**config.mk**
```make
export PLATFORM = sky130hd
export DESIGN_NAME = morse_rx_decoder_flat
export DESIGN_NICKNAME = d
export VERILOG_FILES = /design/src/rtl/morse_rx_decoder_if.sv /design/src/rtl/morse_rx_decoder.sv /design/src/flat_wrapper.sv
export SDC_FILE = /design/constraint.sdc
export NUM_CORES = 1
export LEC_CHECK = 0
export ABC_AREA = 1
export CAP_MARGIN = 10
export CORE_ASPECT_RATIO = 1.4
export CORE_MARGIN = 1.5
export CORE_UTILIZATION = 43
export DETAILED_ROUTE_END_ITERATION = 6
export PLACE_DENSITY_LB_ADDON = 0.15
export SLEW_MARGIN = 5
export SYNTH_ARGS = -nofsm -noshare
export SYNTH_HDL_FRONTEND = slang
export SYNTH_SLANG_ARGS = --single-unit
```
**constraint.sdc**
```tcl
create_clock -name CLK -period 2 [get_ports CLK]
set_input_delay 0.4 -clock CLK [delete_from_list [all_inputs] [get_ports CLK]]
set_output_delay 0.4 -clock CLK [all_outputs]
set_load 0.02 [all_outputs]
```
**src/rtl/morse_rx_decoder_if.sv**
```systemverilog
// Keyed-line input and decoded-character output bundle for morse_rx_decoder.
// master: pin/enable source and character sink; slave: the decoder.
interface morse_rx_decoder_if;
  logic       Pin_In;
  logic       Enable;
  logic [4:0] Sym_Code;
  logic [2:0] Sym_Len;
  logic       Char_Valid;
  logic       SOS_Det;
  logic       Err_Sig;

  modport master (
    output Pin_In, Enable,
    input  Sym_Code, Sym_Len, Char_Valid, SOS_Det, Err_Sig
  );

  modport slave (
    input  Pin_In, Enable,
    output Sym_Code, Sym_Len, Char_Valid, SOS_Det, Err_Sig
  );
endinterface

```
**src/rtl/morse_rx_decoder.sv**
```systemverilog
// Morse receiver: times active-low marks/spaces in ms ticks, emits characters.
// Optional level debounce after the synchronizer: MORSE_RX_DEBOUNCE_EN.
module morse_rx_decoder #(
`ifdef MORSE_RX_DEBOUNCE_EN
  parameter logic [15:0] DEB_CYCLES  = 16'd250,
`endif
  parameter logic [15:0] T1MS        = 16'd49_999,
  parameter logic [9:0]  MARK_MIN_MS = 10'd20,
  parameter logic [9:0]  DASH_MIN_MS = 10'd200,
  parameter logic [9:0]  GAP_CHAR_MS = 10'd300
) (
  input  logic              CLK,
  input  logic              RSTn,
  morse_rx_decoder_if.slave rx
);

  typedef enum logic [1:0] {IDLE, MARK, SPACE, STUCK} state_t;

  localparam logic [9:0]  MS_MAX  = 10'h3FF;
  localparam logic [23:0] SOS_SEQ = {8'h60, 8'h67, 8'h60};

  state_t          state_q, state_d;
  logic            sync1, sync2, lvl, lvl_q;
  logic            rise, fall, tick, restart;
  logic [15:0]     cnt_q;
  logic [9:0]      ms_q;
  logic [4:0]      code_q, code_d;
  logic [2:0]      len_q, len_d;
  logic            emit, err, hist_clr, sos_hit;
  logic [2:0][7:0] hist_q;
  logic [4:0]      sym_code_q;
  logic [2:0]      sym_len_q;
  logic            cv_q, sos_q, err_q;

  always_ff @(posedge CLK or negedge RSTn) begin
    if (!RSTn) begin
      sync1 <= 1'b1;
      sync2 <= 1'b1;
      lvl_q <= 1'b1;
    end else begin
      sync1 <= rx.Pin_In;
      sync2 <= sync1;
      lvl_q <= lvl;
    end
  end

`ifdef MORSE_RX_DEBOUNCE_EN
  logic [15:0] deb_cnt;
  logic        deb_lvl;

  always_ff @(posedge CLK or negedge RSTn) begin
    if (!RSTn) begin
      deb_cnt <= '0;
      deb_lvl <= 1'b1;
    end else if (sync2 == deb_lvl) begin
      deb_cnt <= '0;
    end else if (deb_cnt == DEB_CYCLES - 16'd1) begin
      deb_cnt <= '0;
      deb_lvl <= sync2;
    end else begin
      deb_cnt <= deb_cnt + 16'd1;
    end
  end

  assign lvl = deb_lvl;
`else
  assign lvl = sync2;
`endif

  assign rise    = lvl & ~lvl_q;
  assign fall    = ~lvl & lvl_q;
  assign tick    = (cnt_q == T1MS);
  assign restart = (state_d != state_q);
  assign sos_hit = rx.Enable && cv_q && (hist_q == SOS_SEQ);

  // Both counters restart on every state change so each mark/space is timed alone.
  always_ff @(posedge CLK or negedge RSTn) begin
    if (!RSTn) begin
      cnt_q <= '0;
      ms_q  <= '0;
    end else if (state_q == IDLE || restart) begin
      cnt_q <= '0;
      ms_q  <= '0;
    end else if (tick) begin
      cnt_q <= '0;
      if (ms_q != MS_MAX) ms_q <= ms_q + 10'd1;
    end else begin
      cnt_q <= cnt_q + 16'd1;
    end
  end

  always_comb begin
    state_d  = state_q;
    code_d   = code_q;
    len_d    = len_q;
    emit     = 1'b0;
    err      = 1'b0;
    hist_clr = 1'b0;
    if (!rx.Enable) begin
      state_d  = IDLE;
      code_d   = '0;
      len_d    = '0;
      hist_clr = 1'b1;
    end else begin
      unique case (state_q)
        IDLE: begin
          code_d = '0;
          len_d  = '0;
          if (!lvl) state_d = MARK;
        end
        MARK: begin
          if (rise) begin
            if (ms_q < MARK_MIN_MS) begin
              state_d = (len_q != 3'd0) ? SPACE : IDLE;
            end else if (len_q == 3'd5) begin
              err      = 1'b1;
              code_d   = '0;
              len_d    = '0;
              hist_clr = 1'b1;
              state_d  = IDLE;
            end else begin
              code_d  = {code_q[3:0], (ms_q >= DASH_MIN_MS)};
              len_d   = len_q + 3'd1;
              state_d = SPACE;
            end
          end else if (ms_q == MS_MAX) begin
            err      = 1'b1;
            code_d   = '0;
            len_d    = '0;
            hist_clr = 1'b1;
            state_d  = STUCK;
          end
        end
        SPACE: begin
          if (ms_q == GAP_CHAR_MS) begin
            emit    = 1'b1;
            code_d  = '0;
            len_d   = '0;
            state_d = fall ? MARK : IDLE;
          end else if (fall) begin
            state_d = MARK;
          end
        end
        STUCK: begin
          if (lvl) state_d = IDLE;
        end
        default: state_d = IDLE;
      endcase
    end
  end

  always_ff @(posedge CLK or negedge RSTn) begin
    if (!RSTn) begin
      state_q    <= IDLE;
      code_q     <= '0;
      len_q      <= '0;
      hist_q     <= '0;
      sym_code_q <= '0;
      sym_len_q  <= '0;
      cv_q       <= 1'b0;
      sos_q      <= 1'b0;
      err_q      <= 1'b0;
    end else begin
      state_q <= state_d;
      code_q  <= code_d;
      len_q   <= len_d;
      cv_q    <= emit;
      err_q   <= err;
      sos_q   <= sos_hit;
      if (emit) begin
        sym_code_q <= code_q;
        sym_len_q  <= len_q;
      end
      // A detected S-O-S consumes the history so sequences never overlap.
      if (hist_clr || sos_hit) hist_q <= '0;
      else if (emit) hist_q <= {hist_q[1:0], {len_q, code_q}};
    end
  end

  assign rx.Sym_Code   = sym_code_q;
  assign rx.Sym_Len    = sym_len_q;
  assign rx.Char_Valid = cv_q;
  assign rx.SOS_Det    = sos_q;
  assign rx.Err_Sig    = err_q;

endmodule
```
**src/flat_wrapper.sv**
```systemverilog
// flat-port wrapper written by rule: the top's interface ports become plain ports
module morse_rx_decoder_flat 
#(

  parameter logic [15:0] T1MS        = 16'd49_999,
  parameter logic [9:0]  MARK_MIN_MS = 10'd20,
  parameter logic [9:0]  DASH_MIN_MS = 10'd200,
  parameter logic [9:0]  GAP_CHAR_MS = 10'd300
)
  (CLK, RSTn, rx_Pin_In, rx_Enable, rx_Sym_Code, rx_Sym_Len, rx_Char_Valid, rx_SOS_Det, rx_Err_Sig);
  morse_rx_decoder_if rx_i ();
  input  logic CLK;
  input  logic RSTn;
  input wire logic [$bits(rx_i.Pin_In)-1:0] rx_Pin_In;
  input wire logic [$bits(rx_i.Enable)-1:0] rx_Enable;
  output wire logic [$bits(rx_i.Sym_Code)-1:0] rx_Sym_Code;
  output wire logic [$bits(rx_i.Sym_Len)-1:0] rx_Sym_Len;
  output wire logic [$bits(rx_i.Char_Valid)-1:0] rx_Char_Valid;
  output wire logic [$bits(rx_i.SOS_Det)-1:0] rx_SOS_Det;
  output wire logic [$bits(rx_i.Err_Sig)-1:0] rx_Err_Sig;
  assign rx_i.Pin_In = rx_Pin_In;
  assign rx_i.Enable = rx_Enable;
  assign rx_Sym_Code = rx_i.Sym_Code;
  assign rx_Sym_Len = rx_i.Sym_Len;
  assign rx_Char_Valid = rx_i.Char_Valid;
  assign rx_SOS_Det = rx_i.SOS_Det;
  assign rx_Err_Sig = rx_i.Err_Sig;
  morse_rx_decoder #(.T1MS(T1MS), .MARK_MIN_MS(MARK_MIN_MS), .DASH_MIN_MS(DASH_MIN_MS), .GAP_CHAR_MS(GAP_CHAR_MS)) u_core (.CLK(CLK), .RSTn(RSTn), .rx(rx_i));
endmodule
```
# [Yosys cells after proc, flatten, opt, wreduce, memory -nomap -nowiden]
# Cells that the tools add are included.
[op_classes] add_sub_neg=3 n_mul=0 div_mod_pow=0 magnitude_cmp=2 n_eq_ne=14 shifts=0 mux=43 n_bitwise=4 n_reduce_logical=11
[ops] op="24-bit two-way mux" n=2
[ops] op="16-bit two-way mux" n=2
[ops] op="10-bit two-way mux" n=3
[ops] op="5-bit two-way mux" n=6
[ops] op="24-bit by 23-bit equality test with 1-bit output (second input constant)" n=1
[ops] op="2-bit two-way mux" n=10
[ops] op="3-bit two-way mux" n=6
[ops] op="16-bit by 1-bit adder with 16-bit output (second input constant)" n=1
[ops] op="16-bit equality test (second input constant)" n=1
[ops] op="5-bit one-hot mux with 3 select lines" n=1
[ops] op="1-bit two-way mux" n=11
[ops] op="10-bit by 1-bit adder with 10-bit output (second input constant)" n=1
[ops] op="10-bit equality test (second input constant)" n=1
[ops] op="10-bit by 9-bit equality test with 1-bit output (second input constant)" n=1
[ops] op="10-bit by 8-bit greater-or-equal comparator with 1-bit output (second input constant)" n=1
[ops] op="10-bit by 5-bit less-than comparator with 1-bit output (second input constant)" n=1
[ops] op="10-bit != test (second input constant)" n=1
[ops] op="3-bit one-hot mux with 3 select lines" n=1
[ops] op="2-bit one-hot mux with 4 select lines" n=1
[ops] op="2-bit nonzero test" n=3
[ops] op="2-bit equality test (second input constant)" n=2
[ops] op="4-bit by 1-bit != test with 1-bit output (second input constant)" n=1
[ops] op="4-bit by 2-bit != test with 1-bit output (second input constant)" n=1
[ops] op="4-bit != test (second input constant)" n=1
[ops] op="13 further kinds" n=17
[word_totals] regBits=74 latch_bits=0 ram_bits=0 mem_bits_ro=0 in_bits=4 out_inout_bits=11 word_cells=93 memories=0

# [Depth between registers and ports, before layout]
# Gate-level depths: netlist (run 1).
[depth] depth_word=10 mapped_depth=14 ltp_nobuf=13

# [Worst setup path after synthesis (run 1)]
# No wires, ideal clock.
[synth_path] path_type="reg-to-reg" startpoint="register u_core.ms_q[0]" endpoint="register u_core.cnt_q[5]" setup_ps=124 arrival_time_ps=1559 required_ps=1876 setup_slack_ps=317 stages_incl_launch_ff=13 path_buffers=1 period_less_slack_ps=1683 cell_sequence="dfrtp_1 inv_1 ha_1 nand2_1 nor3_1 nand2_1 a21oi_2 nand2_2 nand2_2 nand2_2 nand2_4 buf_12 nor2_4"
[synth_via] elab_chain_len=8 elab_cells_between_ends=12 cone_classes="order compare: 1; eq/ne: 3; mux: 7; reduce/logical: 1"
[synth_lines] element="start: declaration" line="morse_rx_decoder.sv:26" text="logic [9:0] ms_q;"
[synth_lines] element="start signal: assignment" line="morse_rx_decoder.sv:86" text="if (ms_q != MS_MAX) ms_q <= ms_q + 10'd1;"
[synth_lines] element="10-bit by 5-bit less-than comparator with 1-bit output or 10-bit equality test (tied branches)" line="morse_rx_decoder.sv:113, morse_rx_decoder.sv:126"
[synth_lines] element="2-bit two-way mux, on equally long branches" line="morse_rx_decoder.sv:113, morse_rx_decoder.sv:126"
[synth_lines] element="2-bit two-way mux" line="morse_rx_decoder.sv:112" text="if (rise) begin"
[synth_lines] element="2-bit one-hot mux with 4 select lines (*)" line="morse_rx_decoder.sv:105" text="unique case (state_q)"
[synth_lines] element="2-bit two-way mux (*)" line="morse_rx_decoder.sv:99" text="if (!rx.Enable) begin"
[synth_lines] element="2-bit != test (*)" line="morse_rx_decoder.sv:73" text="assign restart = (state_d != state_q);"
[synth_lines] element="1-bit logical OR (*)" line="morse_rx_decoder.sv:81" text="end else if (state_q == IDLE || restart) begin"
[synth_lines] element="16-bit two-way mux (*)" line="morse_rx_decoder.sv:81"
[synth_lines] element="end signal: assignment" line="morse_rx_decoder.sv:88" text="cnt_q <= cnt_q + 16'd1;"
[synth_lines] element="end: declaration" line="morse_rx_decoder.sv:25" text="logic [15:0] cnt_q;"
# Mark *: on every way between the ends. The rest lies on a longest branch, timed or not.
# A chain may end at the register's enable or synchronous reset.

# [Final worst setup path (run 1)]
[layout_path] startpoint="register u_core.cnt_q[0]" endpoint="register u_core.cnt_q[12]"
[layout_via] elab_chain_len=3 elab_cells_between_ends=4 cone_classes="add/sub: 1; eq/ne: 1; mux: 2"
[layout_lines] element="16-bit by 1-bit adder with 16-bit output or 16-bit equality test (tied branches)" line="morse_rx_decoder.sv:88, morse_rx_decoder.sv:72"
[layout_lines] element="16-bit two-way mux (*)" line="morse_rx_decoder.sv:84" text="end else if (tick) begin"
[layout_lines] element="16-bit two-way mux (*)" line="morse_rx_decoder.sv:81"
# Marked as above.

==> impl_metrics.py, run 1 <==
metrics = {
    "synthesis": {
        "synth_edf_count": 0,
        "synthAdderAreaFrac": 0.00996,
        "synth.distinct_cells": 36,
        "synth.net_count": 475,
        "synthSimpleGateAreaFrac": 0.321,
        "synth-compound-area-share": 0.0860,
        "avgSynthCellArea_um2": 8.05,
        "synthTopCellsByArea": "dfrtp_1 (47%), nand2_1 (14%), inv_1 (5.5%)",
        "ys_ff_latch": 74,
        "synth_largest_area_cell": "dfrtp_1",
        "synth_mux_area_frac": 0,
        "async_flop_share": 1.00,
        "yosys.area_share.xor_xnor": 0.0163,
        "ys_warn_count": 0,
        "ys_seq_area_frac": 0.492,
        "synth_top_family_by_area": "simple AND/OR/NAND/NOR gates",
        "syn_inst": 468,
        "synth_area_mm2": 0.00377,
        "synth_top_area_share": 0.471,
        "dominantRegCellSynth": "dfrtp_1",
    },
    "setup_path": {
        "critPathLaunch": "u_core.cnt_q[0]$_DFF_PN0_",
        "crit_fanout": 3,
        "r2r-end": "u_core.cnt_q[12]$_DFF_PN0_",
        "crit_type": "register to register",
        "start_kind": "register",
        "crit_top_cell": "nand2_1",
        "crit_family": "simple AND/OR/NAND/NOR gates",
        "cp.required_ns": 2.27,
        "max_stage_delay_ns": 0.38,
        "crit_arrival_ns": 2.12,
        "rrSetupSlack_ns": 0.15,
        "crit_end": "u_core.cnt_q[12]$_DFF_PN0_",
        "worst_r2r_startpoint": "u_core.cnt_q[0]$_DFF_PN0_",
        "crit_cells": 11,
        "path_cells": "ha_2, nand2_1, nor2_2, nand2_1, nor2_2, nand4_1, nor2_2, nand2_1, o21ai_0, nand2_1, nor2_4",
        "path_buf_inv": 0,
        "cp-end-kind": "register",
        "worst-r2r-cell-count": 11,
        "slowest_stage": "dfrtp_1",
    },
    "detailed_routing": {
        "drt_first_pass_iters": 4,
        "ant_nets": 0,
        "vias": 3102,
        "drt_iter0_drc": 209,
        "avgViaCountPerCell": 5.03,
        "totalWireLength_mm": 8.23,
        "post-route-drc-count": 0,
        "wl_per_cell_um": 13.3,
    },
    "cts": {
        "insertion_delay_ns": 0.33,
        "cts.sinks": 74,
        "cts_made_buffers": 9,
        "post_cts_buffers": 0,
        "htreeDepth": 3,
        "root_buffer": "clkbuf_16",
        "cts_tree": "done",
        "path_clk_slew_ns": 0.06,
        "clockBufferDepth": 2,
    },
    "sta": {
        "hold_viol": 0,
        "post-route-min-period_ns": 1.85,
        "rsz0062_at_grt": "false",
        "final_max_slew_viol_count": 0,
        "setup-tns-final_ns": 0,
        "max_slew.worst_pin.slew_ns": 0.594,
        "finClkSkew_ns": 0.00460,
        "fmax_mhz": 541,
        "fin_crit_sh": 0.924,
        "setup_violations": 0,
        "relSlewSlack": 0.604,
    },
    "floorplanning": {
        "io_pins": 15,
        "die_w_um": 82.1,
        "die_h_um": 114,
        "core_mm2": 0.00856,
        "initial_core_util": 0.440,
        "floorplan.die_area_mm2": 0.00934,
        "num_rows": 40,
    },
    "power": {
        "p_leak_nw": 2.00,
        "ir_drop_mv": 0.601,
        "power_density_mw_per_mm2": 705,
        "p_total_mw": 3.18,
    },
    "global_route": {
        "grt_pass1_wl_mm": 13.7,
        "grt_usage": 0.195,
        "antenna_found_initial": 0,
        "grt_max_degree": 48,
        "grt_overflow_total": 0,
        "first_global_vias": 2984,
    },
    "cells_and_area": {
        "nets": 514,
        "stdcell_area_mm2": 0.00451,
        "drive_above_1_share": 0.178,
        "fin_util": 0.527,
        "diodes": 0,
        "syn2layout_area_growth_pct": 19.8,
    },
    "placement": {
        "place_area_mm2": 0.00420,
        "place_congestion": 0.879,
        "port-buffer-count": 14,
        "dp.final_hpwl_mm": 5.91,
    },
    "run_status": {
        "outcome": "finished, final reports clean",
    },
    "job": {
        "maxCapViolations": 0,
    },
    "min_path": {
        "hold_path.class": "input pin to asynchronous set/reset pin",
    },
}
-- metal layers --
| metal | track usage | vias up | share of wire |
|---|---|---|---|
| met5 | 0 | - | 0 |
| met4 | 0.102 | 0 | 0.023 |
| met1 | 0.229 | 1456 | 0.41 |
| met3 | 0.0376 | 12 | 0.027 |
| met2 | 0.331 | 58 | 0.54 |
| li1 | - | 1576 | - |
-- stage by stage --
stage / setup slack (ns) / std cells / hold WS [ns]
after CTS: 0.0188 / 617 / 0.0909
final: 0.152 / 617 / 0.0709
after global routing: 0.00143 / 617 / 0.126
after detailed placement: -0.00302 / 601 / 0.347
after floorplan: 0.317 / 468 / 0.104
after global placement: 0.0353 / 601 / 0.346
-- kinds of logic (layout without fill, tap and decap cells) --
family,after synthesis,in the layout
AND/OR/NAND/NOR,260,260
flip-flops,74,74
buffers and inverters,67,111
AO/OA/AOI/OAI,57,57
XOR/XNOR,7,7
adder cells (fa/ha/maj),3,3
-- worst min-delay path by stage --
stage	from	end	slack [ns]	depth (start not counted)
floorplan	RSTn	u_core.cnt_q[0]$_DFF_PN0_	0.10	0
global placement	u_core.sync1$_DFF_PN1_	u_core.lvl$_DFF_PN1_	0.35	0
detailed placement	u_core.sync1$_DFF_PN1_	u_core.lvl$_DFF_PN1_	0.35	0
CTS	RSTn	u_core.hist_q[13]$_DFFE_PN0P_	0.09	1
global route	RSTn	u_core.rx.Sym_Code[4]$_DFFE_PN0P_	0.13	1
finish	RSTn	u_core.hist_q[13]$_DFFE_PN0P_	0.07	1
-- worst reg2reg max path: stages, from the launching register on --
cell     delay (ns)
dfrtp_1        0.38
ha_2           0.21
nand2_1        0.07
nor2_2         0.14
nand2_1        0.12
nor2_2         0.15
nand4_1        0.14
nor2_2         0.14
nand2_1        0.08
o21ai_0        0.15
nand2_1        0.11
nor2_4         0.10
-- cell usage after synthesis, types with 3 or more instances --
cell      number
nor3_1        11
clkbuf_1       3
ha_1           3
inv_1         55
nand4_1        9
dfrtp_1       71
nand3_1       24
nor2_1        33
buf_2          4
nand2_2        5
inv_2          3
nand2_1      143
dfstp_2        3
a21oi_1       28
nor4_1         8
nor2_2        12
xor2_1         5
o21ai_0       17
nor2_4        10
-- cell type report --
type / instances / area, um^2
inverter: 58 / 218
multi-input combinational: 327 / 1670
sequential: 74 / 1860
clock inverter: 5 / 30.0
timing repair buffer: 37 / 360
fill: 819 / 4050
tap: 105 / 131
clock buffer: 11 / 243
-- cell usage in the layout, fill, tap and decap left out, types with 5 or more instances in the layout --
| master | instances |
|---|---|
| nand2_1 | 143 |
| dfrtp_1 | 70 |
| inv_1 | 54 |
| nor2_1 | 30 |
| a21oi_1 | 28 |
| nand3_1 | 23 |
| buf_4 | 20 |
| o21ai_0 | 15 |
| nor2_2 | 15 |
| clkdlybuf4s50_1 | 13 |
| nor2_4 | 10 |
| nand4_1 | 9 |
| clkbuf_16 | 9 |
| nor3_1 | 8 |
| nor4_1 | 7 |
| nand2_2 | 5 |
| xor2_1 | 5 |
-- report_power, final --
group	switching, mW	internal [mW]	total, mW
combinational	0.119	0.0629	0.182
clock	0.610	0.866	1.48
sequential	0.0118	1.51	1.52
total	0.741	2.44	3.18
-- sequential cells by signal, summed over array words and instances, names as in the netlist, 2 cells and up --
signal              flops
u_core.cnt_q           16
u_core.code_q           5
u_core.hist_q          24
u_core.len_q            3
u_core.ms_q            10
u_core.rx.Sym_Code      5
u_core.rx.Sym_Len       3
u_core.state_q          2
-- what timing repair did --
item | 4_1_cts | 5_1_grt
setup endpoints to repair | 0 | 32
gates resized for setup | 0 | 14
hold buffers | 0 | 0
Note: power is estimated with default switching activity, not from simulation.
==> run 2, diff against run 1 <==
--- a/config.mk
+++ b/config.mk
@@ -8,10 +8,11 @@
 export ABC_AREA = 1
 export CAP_MARGIN = 10
 export CORE_ASPECT_RATIO = 1.4
-export CORE_MARGIN = 1.5
+export CORE_MARGIN = 2
 export CORE_UTILIZATION = 43
 export DETAILED_ROUTE_END_ITERATION = 6
 export PLACE_DENSITY_LB_ADDON = 0.15
+export RECOVER_POWER = 50
 export SLEW_MARGIN = 5
 export SYNTH_ARGS = -nofsm -noshare
 export SYNTH_HDL_FRONTEND = slang
==> run 2 against run 1 <==
Total power up 1.8%. Critical path depth unchanged. Worst hold slack better by 0.14 ns. Sequential share of layout area down 0.47 points. Largest cell class unchanged.
==> impl_metrics.py, run 2 (same netlist as run 1, synthesis figures left out) <==
metrics = {
    "detailed_routing": {
        "top_layer": "met4",
        "wl_per_cell_um": 13.4,
        "ant_nets": 0,
        "totalWireLength_mm": 8.30,
        "dr_wl_met2_mm": 4.49,
        "avgViaCountPerCell": 5.04,
        "vias": 3121,
        "drt_iter0_drc": 144,
        "wl_met1_mm": 3.48,
        "dr_wl_met3_um": 132,
        "drt_first_pass_iters": 4,
        "post-route-drc-count": 0,
    },
    "cts": {
        "root_buffer": "clkbuf_16",
        "cts_made_buffers": 9,
        "cts.sinks": 74,
        "insertion_delay_ns": 0.34,
        "clockBufferDepth": 2,
        "path_clk_slew_ns": 0.06,
        "htreeDepth": 3,
        "cts_tree": "done",
        "ctsHoldBuffers": 0,
    },
    "floorplanning": {
        "floorplan.die_area_mm2": 0.00954,
        "num_rows": 40,
        "core_mm2": 0.00856,
        "initial_core_util": 0.440,
        "die_w_um": 83.1,
        "io_pins": 15,
        "die_h_um": 115,
    },
    "setup_path": {
        "start_kind": "register",
        "slowest_stage": "dfrtp_1",
        "max_stage_delay_ns": 0.37,
        "cp-end-kind": "register",
        "cp.required_ns": 2.28,
        "crit_type": "register to register",
        "crit_fanout": 3,
        "crit_arrival_ns": 2.13,
        "crit_top_cell": "nand2_1",
        "path_cells": "ha_2, nand2_1, nor2_4, nand2_2, nor2_2, nand4_1, nor2_2, nand2_1, o21ai_0, nand2_1, nor2_4",
    },
    "run_status": {
        "outcome": "finished, final reports clean",
    },
    "global_route": {
        "grt_overflow_total": 0,
        "grt_pass1_wl_mm": 14.3,
        "first_global_vias": 3052,
        "grt_max_degree": 41,
        "antenna_found_initial": 0,
        "grt_usage": 0.188,
    },
    "power": {
        "ir_drop_mv": 0.545,
        "p_clk_frac": 0.466,
        "p_switching_mw": 0.771,
        "p_int_mw": 2.47,
        "power_density_mw_per_mm2": 710,
        "combPwrFrac": 0.063,
        "p_total_mw": 3.24,
        "p_seq_frac": 0.470,
        "p_leak_nw": 2.02,
        "netSwitchingFraction": 0.238,
    },
    "cells_and_area": {
        "largest_register": "u_core.hist_q",
        "diodes": 0,
        "syn2layout_area_growth_pct": 21.0,
        "nets": 516,
        "n_fill_cell": 832,
        "drive_above_1_share": 0.171,
        "top_regs": "u_core.hist_q x24, u_core.cnt_q x16, u_core.ms_q x10",
        "final_cell_mix": "nand2_1 (142), dfrtp_1 (71), inv_1 (55), nor2_1 (31), a21oi_1 (28)",
        "final_common_cell": "nand2_1",
        "largest_reg_flops": 24,
    },
    "sta": {
        "fin_hold_ws_ns": 0.209,
        "post-route-min-period_ns": 1.85,
        "fmax_mhz": 540,
        "hold_viol": 0,
        "final_max_slew_viol_count": 0,
        "finClkSkew_ns": 0.00745,
        "fin_crit_sh": 0.926,
        "setup_violations": 0,
        "max_slew.worst_pin.slew_ns": 0.987,
        "relSlewSlack": 0.342,
    },
    "job": {
        "maxCapViolations": 0,
    },
    "placement": {
        "port-buffer-count": 14,
        "dp.final_hpwl_mm": 5.93,
        "place_congestion": 0.885,
    },
    "min_path": {
        "hold_path.class": "input pin to asynchronous set/reset pin",
    },
}
run 2: changes by cell type in the layout (fill, tap and decap cells not counted), sizes merged:
cell           previous run  this run
buf                      24        22
clkbuf                   11        15
clkdlybuf4s50            13        12
clkinv                    3         2
clkinvlp                  2         3
dlygate4sd3               0         1
run 2: worst max-delay path, delay by kind of cell, from the launching register on:
family / cells / cell delay [ns]
compound gates: 1 / 0.14
flops: 1 / 0.37
simple gates: 9 / 1.06
fa+ha+maj: 1 / 0.21
run 2: path summary, 6_finish.rpt:
kind / slack, ns / cells after the start / endpoint / start
worst max-delay path: 0.15 / 11 / u_core.cnt_q[12]$_DFF_PN0_ / u_core.cnt_q[0]$_DFF_PN0_
worst min-delay path: 0.21 / 1 / u_core.hist_q[22]$_DFFE_PN0P_ / RSTn
worst max register to register: 0.15 / 11 / u_core.cnt_q[12]$_DFF_PN0_ / u_core.cnt_q[0]$_DFF_PN0_
worst min register to register: 0.36 / 0 / u_core.lvl$_DFF_PN1_ / u_core.sync1$_DFF_PN1_
max in group asynchronous: 0.60 / 2 / u_core.len_q[1]$_DFFE_PN0P_ / RSTn
min in group CLK: 0.36 / 0 / u_core.lvl$_DFF_PN1_ / u_core.sync1$_DFF_PN1_
run 2: final cells by class:
cell class                      count  area [um^2]  share of cell area
Sequential cell                    74         1860               0.407
Tap cell                          105          131              0.0288
Clock buffer                       11          243              0.0532
Timing Repair Buffer               39          392              0.0858
Multi-Input combinational cell    327         1680               0.369
Inverter                           58          218              0.0477
Clock inverter                      5         40.0             0.00878
run 2: what timing repair did:
item	CTS	global route
setup endpoints to repair	0	29
resized for setup	0	13
setup buffers	0	3
run 2: layer usage:
layer  vias to the layer above  GRT usage
met4                         0     0.0984
li1                       1584          -
met5                         -          0
met3                        13     0.0237
met2                        26      0.339
met1                      1498      0.220
run 2: power by group through the flow:
| stage | sequential, mW | clock (mW) | combinational, mW |
|---|---|---|---|
| after floorplan | 1.55 | 0 | 0.103 |
| after detailed placement | 1.55 | 0 | 0.193 |
| after global routing | 1.52 | 1.60 | 0.229 |
| final | 1.52 | 1.51 | 0.206 |
| after global placement | 1.55 | 0 | 0.191 |
| after CTS | 1.52 | 1.54 | 0.195 |
run 2: through the flow:
step	instance area, um^2	setup WS [ns]	std cells	TNS (ns)	utilization
2_1_floorplan	3770	0.317	468	0	-
3_3_place_gp	4200	0.0126	599	0	0.490
3_5_place_dp	4200	-0.0266	599	-0.290	0.490
4_1_cts	4480	0.0819	615	0	0.523
5_1_grt	4560	-0.00347	619	-0.00873	0.533
6_report	4560	0.149	619	0	0.533
